<file path="config.mk">
export PLATFORM = sky130hd
export DESIGN_NAME = arb_slave_responder
export DESIGN_NICKNAME = d
export VERILOG_FILES = /design/src/rtl/arb_slave_responder.sv
export SDC_FILE = /design/constraint.sdc
export NUM_CORES = 1
export LEC_CHECK = 0
export CELL_PAD_IN_SITES_DETAIL_PLACEMENT = 0
export CELL_PAD_IN_SITES_GLOBAL_PLACEMENT = 1
export CORE_MARGIN = 2
export CORE_UTILIZATION = 38
export CTS_BUF_LIST = sky130_fd_sc_hd__clkbuf_2
export DETAILED_ROUTE_END_ITERATION = 6
export PLACE_DENSITY_LB_ADDON = 0.1
export REMOVE_ABC_BUFFERS = 1
export SLEW_MARGIN = 20
export SYNTH_ARGS = -nofsm -noshare
export SYNTH_HDL_FRONTEND = slang
export SYNTH_SLANG_ARGS = --single-unit
</file>
<file path="constraint.sdc">
create_clock -name clk_arb -period 3.4 [get_ports clk_arb]
set_clock_uncertainty 0.15 [all_clocks]
set_input_delay 0.34 -clock clk_arb [delete_from_list [all_inputs] [get_ports clk_arb]]
set_output_delay 0.34 -clock clk_arb [all_outputs]
set_load 0.1 [all_outputs]
</file>
<file path="src/rtl/arb_slave_responder.sv">
// Slave endpoint of the arbiter req/ack link: steers each accepted word into one of two
// show-ahead FIFOs, counts accepted words per channel and flags withdrawn requests.
module arb_slave_responder #(
  parameter int DEPTH = 4,
  parameter int CNT_W = 16
) (
  input  logic             clk_arb,
  input  logic             rst_n,
  input  logic             s_req,
  input  logic [31:0]      s_data,
  input  logic             s_sel,
  output logic             s_ack,
  output logic             out0_valid,
  output logic [31:0]      out0_data,
  input  logic             out0_ready,
  output logic             out1_valid,
  output logic [31:0]      out1_data,
  input  logic             out1_ready,
  output logic [CNT_W-1:0] acc_cnt0,
  output logic [CNT_W-1:0] acc_cnt1,
  output logic             proto_err
);
  localparam int PTR_W = $clog2(DEPTH);
  localparam logic [PTR_W:0]   FULL_OCC = (PTR_W+1)'(DEPTH);
  localparam logic [PTR_W:0]   OCC_ONE  = (PTR_W+1)'(1);
  localparam logic [PTR_W-1:0] PTR_ONE  = PTR_W'(1);
  localparam logic [CNT_W-1:0] CNT_ONE  = CNT_W'(1);

  logic [31:0]      r_mem  [2][DEPTH];
  logic [PTR_W-1:0] r_wptr [2];
  logic [PTR_W-1:0] r_rptr [2];
  logic [PTR_W:0]   r_occ  [2];
  logic [CNT_W-1:0] r_acc  [2];
  logic             r_ack;
  logic             r_req_d;
  logic             r_ack_d;
  logic             r_err;

  logic [1:0] w_ready;
  logic [1:0] w_full;
  logic [1:0] w_pop;
  logic [1:0] w_push;
  logic       w_accept;

  // Full is judged on the pre-pop occupancy, so a full channel never accepts this edge.
  always_comb begin
    w_ready = {out1_ready, out0_ready};
    w_full  = '0;
    w_pop   = '0;
    for (int c = 0; c < 2; c++) begin
      w_full[c] = (r_occ[c] == FULL_OCC);
      w_pop[c]  = (r_occ[c] != '0) && w_ready[c];
    end
    w_accept = s_req && !r_ack && !w_full[s_sel];
    w_push   = {w_accept & s_sel, w_accept & ~s_sel};
  end

  always_ff @(posedge clk_arb or negedge rst_n) begin
    if (!rst_n) begin
      r_ack   <= 1'b0;
      r_req_d <= 1'b0;
      r_ack_d <= 1'b0;
      r_err   <= 1'b0;
      for (int c = 0; c < 2; c++) begin
        r_wptr[c] <= '0;
        r_rptr[c] <= '0;
        r_occ[c]  <= '0;
        r_acc[c]  <= '0;
      end
    end else begin
      r_ack   <= w_accept;
      r_req_d <= s_req;
      r_ack_d <= r_ack;
      // Request seen last edge without an ack, and gone now: the arbiter withdrew it.
      if (r_req_d && !r_ack_d && !s_req) r_err <= 1'b1;
      for (int c = 0; c < 2; c++) begin
        if (w_push[c]) begin
          r_wptr[c] <= r_wptr[c] + PTR_ONE;
          r_acc[c]  <= r_acc[c] + CNT_ONE;
        end
        if (w_pop[c]) r_rptr[c] <= r_rptr[c] + PTR_ONE;
        if (w_push[c] && !w_pop[c])      r_occ[c] <= r_occ[c] + OCC_ONE;
        else if (!w_push[c] && w_pop[c]) r_occ[c] <= r_occ[c] - OCC_ONE;
      end
    end
  end

  always_ff @(posedge clk_arb) begin
    for (int c = 0; c < 2; c++) begin
      if (w_push[c]) r_mem[c][r_wptr[c]] <= s_data;
    end
  end

  assign s_ack      = r_ack;
  assign out0_valid = (r_occ[0] != '0);
  assign out1_valid = (r_occ[1] != '0);
  assign out0_data  = r_mem[0][r_rptr[0]];
  assign out1_data  = r_mem[1][r_rptr[1]];
  assign acc_cnt0   = r_acc[0];
  assign acc_cnt1   = r_acc[1];
  assign proto_err  = r_err;

endmodule

</file>
==> qor.tcl, run 1 <==
set qor(hold_path_class) {input port to flop}
set qor(synth_compound_gate_area_share_pct) 0.151
set qor(route.final.wire_length_um) 23600
set qor(area_growth_syn_to_layout_pct) 22.3
set qor(worstSetupPathType) {flop to primary output}
set qor(layout-drive-gt1-share_pct) 37.1
set qor(max_transition_viols_final) 0
set qor(synth_top_family_by_area) {multiplexers}
set qor(routabilityCongestion) 0.739
set qor(syn_area_mm2) 0.0116
set qor(synth_seq_cells) 306
set qor(cts_tree) {done}
set qor(route.detailed.wl_per_inst_um) 19.6
set qor(timing.final.setup_violations) 0
set qor(clkSinkCount) 306
set qor(outcome) {completed}
set qor(cp_max_fo) 4
set qor(cp.arrival_ns) 2.71
set qor(startpoint_class_of_the_critical_path) {flop}
set qor(drt_iter0_markers) 276
set qor(hold_depth) 1
set qor(slowest_delay_ns) 1.00
set qor(clk_pin_slew_ns) 0.09
set qor(worstPathBufferInverterCount) 1
set qor(cpLargestDelayFamily) {buffers and inverters}
set qor(timing.setup.tns_ns) 0
set qor(place.port_buffers) 137
set qor(number_of_global_route_vias_before_repair) 6451
set qor(syn_area_per_cell_um2) 22.0
set qor(final_common_cell) {sky130_fd_sc_hd__edfxtp_1}
set qor(clock_tree.htree_level_count) 3
set qor(grt_start_max_net_pins) 34
set qor(fillerInstances) 2538
set qor(tightest_slew_ns) 0.984
set qor(grt_pass1_wl_um) 36000
set qor(yosysTopAreaCell) {sky130_fd_sc_hd__edfxtp_1}
set qor(cp_cell_sequence) {or3_1, clkdlybuf4s50_1}
set qor(postRouteAntennaNets) 0
set qor(vias_per_cell) 4.87
set qor(ys_seq_area_share_pct) 77.1
set qor(number_of_antenna_violations_at_the_first_check_in_global_routing) 2
set qor(ff2ff_path_depth) 8
set qor(grt_setup_unrepaired) {no}
set qor(synth.distinct_cells) 33
set qor(critPathSlowestCell) {sky130_fd_sc_hd__clkdlybuf4s50_1}
set qor(cp_data_required_time_ns) 2.91
set qor(synthMuxAreaShare_pct) 12.8
set qor(post_synth_xor_area_fraction_pct) 3.17
set qor(grt_overflow_total) 0
set qor(synthCells) 527
set qor(yosys_warnings) 0
set qor(post_synth_main_area_contributors) {sky130_fd_sc_hd__edfxtp_1 (66%), sky130_fd_sc_hd__mux4_2 (12%), sky130_fd_sc_hd__dfrtp_1 (11%), sky130_fd_sc_hd__xnor2_1 (2.4%), sky130_fd_sc_hd__ha_1 (1.3%)}
set qor(multi_input_comb_area_mm2) 0.00255
set qor(layout_common_cells) {sky130_fd_sc_hd__edfxtp_1 (256), sky130_fd_sc_hd__clkbuf_2 (120), sky130_fd_sc_hd__buf_4 (74)}
set qor(dieWidth_um) 179
set qor(final_hold_viol_count) 0
set qor(max_cap_violations) 0
set qor(layout.area.seq_mm2) 0.00894
set qor(firstDrtPassIters) 6
set qor(tritoncts.num_buffers) 82
set qor(period_minus_slack_ns) 3.20
set qor(clock_latency_ns) 0.84
set qor(synth_simple_gate_area_share_pct) 4.10
set qor(num_vias) 5855
set qor(initial_standard_cell_utilization_of_the_core_pct) 38.8
set qor(die-area_mm2) 0.0319
set qor(post-route-period-util_pct) 94.1
set qor(yosys.area_share.adder_pct) 1.64
set qor(max_freq_mhz) 313
set qor(max_slew_margin_pct) 34.2
set qor(core_region_area_mm2) 0.0299
set qor(nets) 805
set qor(setup.worst_path.end_class) {primary output}
set qor(io_pins) 138
set qor(cts-root-buf) {sky130_fd_sc_hd__clkbuf_2}
set qor(cts.path.max_buffers) 3
set qor(post_cts.repair.setup_buffers) 0
set qor(die_extent_in_y_um) 179
set qor(drc) 0
set qor(dpl.hpwl_um) 14200
set qor(placement_rows) 63
set qor(synth_top_area_share_pct) 66.3
set qor(cp.depth) 2
set qor(grt_util_all_layers_pct) 15.2
-- layout make-up --
class | count | area share (%)
Antenna cell | 1 | 0.0176
Tap cell | 390 | 3.44
Clock buffer | 120 | 4.23
Timing Repair Buffer | 161 | 10.3
Multi-Input combinational cell | 195 | 18.0
Inverter | 7 | 0.185
Clock inverter | 22 | 0.767
Sequential cell | 306 | 63.1
-- metrics by stage --
stage / area, µm² / utilization (%) / hold WS, ns / instances / setup WS (ns)
floorplan: 11500 / - / -0.106 / 508 / 0.219
global placement: 13400 / 44.8 / 0.199 / 1049 / 0.535
detailed placement: 13400 / 44.8 / 0.214 / 1049 / 0.409
CTS: 14200 / 47.5 / 0.00241 / 1201 / 0.0966
global route: 14200 / 47.5 / 0.0243 / 1202 / 0.0401
finish: 14200 / 47.5 / 0.0949 / 1202 / 0.201
-- cell usage after synthesis, drive strengths merged --
library cell / n
nand2: 11
nand3: 11
nand3b: 1
nor2: 3
nand4: 11
or2: 1
and2b: 1
clkbuf: 6
fa: 2
edfxtp: 256
inv: 7
a211oi: 1
mux2: 4
nand2b: 1
and3: 3
xnor2: 32
xor2: 10
buf: 13
or3: 2
nor4: 3
mux4: 64
o21ai: 2
and2: 9
and4: 5
nor3: 2
ha: 12
nor3b: 4
dfrtp: 50
-- state kept, by name (all words and copies together), names as in the netlist --
signal     cells
r_occ          6
r_mem        256
r_wptr         4
r_ack_d        1
r_rptr         4
r_req_d        1
acc_cnt1      16
acc_cnt0      16
proto_err      1
s_ack          1
-- worst paths after layout --
check | slack [ns] | to | start
worst max-delay path | 0.20 | out0_valid | r_occ[3]
worst min-delay path | 0.09 | r_mem[0][40] | s_data[8]
worst max register to register | 0.92 | r_occ[5] | s_ack
min in group asynchronous | 0.51 | r_occ[2] | rst_n
worst min register to register | 0.30 | r_ack_d | s_ack
max in group asynchronous | 2.11 | r_wptr[0] | rst_n
-- layer usage --
| layer | track usage, % | routed length [µm] |
|---|---|---|
| met5 | 0 | 0 |
| met4 | 5.89 | 376 |
| met3 | 4.73 | 1620 |
| met2 | 24.6 | 11400 |
| met1 | 19.3 | 10200 |
-- worst register-to-register path, stage by stage (launching register included) --
cell                       delay, ns
sky130_fd_sc_hd__dfrtp_1        0.42
sky130_fd_sc_hd__nand2b_2       0.23
sky130_fd_sc_hd__nor3_2         0.46
sky130_fd_sc_hd__ha_1           0.29
sky130_fd_sc_hd__inv_1          0.06
sky130_fd_sc_hd__fa_1           0.38
sky130_fd_sc_hd__xor2_1         0.16
sky130_fd_sc_hd__nor2_1         0.12
sky130_fd_sc_hd__xor2_1         0.15
-- logic make-up after synthesis --
| family | after synthesis |
|---|---|
| compound gates | 3 |
| xor+xnor | 42 |
| fa+ha+maj | 14 |
| buf+inv | 26 |
| flops | 306 |
| mux | 68 |
| simple gates | 68 |
-- repair_timing --
item	CTS	global route
gates resized for setup	0	0
endpoints found under the hold margin	81	0
hold buffers	10	0
Power of run 1 is left out: the tool's default activity adds up to more than one toggle a clock period on the data nets, which glitch-free logic cannot reach.
==> inputs of run 2 (changes only) <==
Settings changed: DONT_BUFFER_PORTS set to 1.
==> qor.tcl, run 2 (synthesis gave the netlist of run 1 again) <==
set qor(outcome) {completed}
set qor(cp_data_required_time_ns) 2.91
set qor(cp.arrival_ns) 2.59
set qor(firstDrtPassIters) 4
set qor(clkSinkCount) 306
set qor(vias_per_cell) 5.04
set qor(die_extent_in_y_um) 179
set qor(max_transition_viols_final) 0
set qor(worst-r2r-setup-slack_ns) 0.85
set qor(hold_path_class) {input port to flop}
set qor(cts_tree) {done}
set qor(grt_start_max_net_pins) 51
set qor(slowest_delay_ns) 0.82
set qor(max_slew_margin_pct) 34.9
set qor(num_vias) 5654
set qor(critPathSlowestCell) {sky130_fd_sc_hd__mux4_2}
set qor(nets) 732
set qor(initial_standard_cell_utilization_of_the_core_pct) 38.8
set qor(setup.worst_path.end_class) {primary output}
set qor(dieWidth_um) 179
set qor(tritoncts.num_buffers) 79
set qor(layout-drive-gt1-share_pct) 36.7
set qor(io_pins) 138
set qor(placement_rows) 63
set qor(final_common_cell) {sky130_fd_sc_hd__edfxtp_1}
set qor(drc) 0
set qor(period_minus_slack_ns) 3.08
set qor(route.detailed.wl_per_inst_um) 21.5
set qor(die-area_mm2) 0.0319
set qor(cp_max_fo) 12
set qor(grt_util_all_layers_pct) 15.6
set qor(startpoint_class_of_the_critical_path) {flop}
set qor(worstSetupPathType) {flop to primary output}
set qor(cp_cell_sequence) {buf_4, mux4_2}
set qor(number_of_antenna_violations_at_the_first_check_in_global_routing) 3
set qor(post_cts.repair.setup_buffers) 0
set qor(postRouteAntennaNets) 0
set qor(drt_iter0_markers) 291
set qor(timing.setup.tns_ns) 0
set qor(layout_common_cells) {sky130_fd_sc_hd__edfxtp_1 (256), sky130_fd_sc_hd__clkbuf_2 (115), sky130_fd_sc_hd__mux4_2 (64)}
set qor(post-route-period-util_pct) 90.5
set qor(timing.final.setup_violations) 0
set qor(final_hold_viol_count) 0
set qor(placement.setup.worst_slack_ns) 0.873
set qor(grt_pass1_wl_um) 36600
set qor(tightest_slew_ns) 0.977
set qor(area_growth_syn_to_layout_pct) 16.9
set qor(fillerInstances) 2555
set qor(clk_pin_slew_ns) 0.10
set qor(place.port_buffers) 0
set qor(dpl.hpwl_um) 14700
set qor(grt_overflow_total) 0
set qor(max_cap_violations) 0
set qor(fin_ws_ns) 0.322
set qor(cts.path.max_buffers) 3
set qor(route.final.wire_length_um) 24100
set qor(max_freq_mhz) 325
set qor(largest_register_ffs) 256
set qor(cts-root-buf) {sky130_fd_sc_hd__clkbuf_2}
set qor(clock_latency_ns) 0.83
set qor(core_region_area_mm2) 0.0299
set qor(grt_setup_unrepaired) {no}
set qor(clock_tree.htree_level_count) 3
set qor(number_of_global_route_vias_before_repair) 6143
set qor(routabilityCongestion) 0.769
run 2: what timing repair did:
action,in CTS,in global routing
endpoints found under the hold margin,381,0
resized for setup,0,2
hold buffers,41,0
endpoints found under the setup margin,0,15
run 2: cell type report:
type | count | area, µm² | share of cell area, %
multi-input combinational | 195 | 2550 | 18.8
clock inverter | 14 | 101 | 0.748
clock buffer | 115 | 576 | 4.25
sequential | 306 | 8950 | 66.0
antenna | 3 | 7.51 | 0.0554
tap | 390 | 488 | 3.60
timing repair buffer | 91 | 858 | 6.33
inverter | 7 | 26.3 | 0.194
run 2: final timing paths:
check,startpoint,end,cells after the start
max in group asynchronous,rst_n,r_rptr[2],4
min in group asynchronous,rst_n,acc_cnt1[0],4
worst max register to register,r_occ[0],r_occ[2],9
worst min-delay path,out1_ready,r_rptr[0],3
worst min register to register,r_occ[5],r_occ[5],1
worst max-delay path,r_rptr[0],out1_data[31],2
run 2: per-stage QoR:
step                      cell area, µm²  cells  hold WS (ns)  util (%)
after floorplan                    11500    508        -0.106         -
after global placement             12400    948        -0.104      41.6
after detailed placement           12400    948        -0.104      41.6
after CTS                          13500   1118        0.0411      45.3
after global routing               13600   1121        0.0258      45.4
final                              13600   1121         0.141      45.4
run 2: critical path: cells and delay by family, from the launching register on:
kind	cells	cell delay, ns
buffers and inverters	1	0.30
flip-flops	1	0.62
multiplexers	1	0.82
run 2: per-layer routing:
layer  up-vias  track usage [%]  wire [µm]
li1       2475                -          -
met1      2948             19.6      10100
met2       172             24.9      11500
met3        59             5.43       1760
met4         0             6.57        709
met5         -                0          0
Power of run 2 is left out for the same reason.
==> inputs of run 3 (changes only) <==
Settings changed: GPL_ROUTABILITY_DRIVEN set to 0.
==> results of run 3 <==
Same layout as run 2: the final DEF is identical, and so are final timing and power.
Power of run 3 is left out for the same reason.
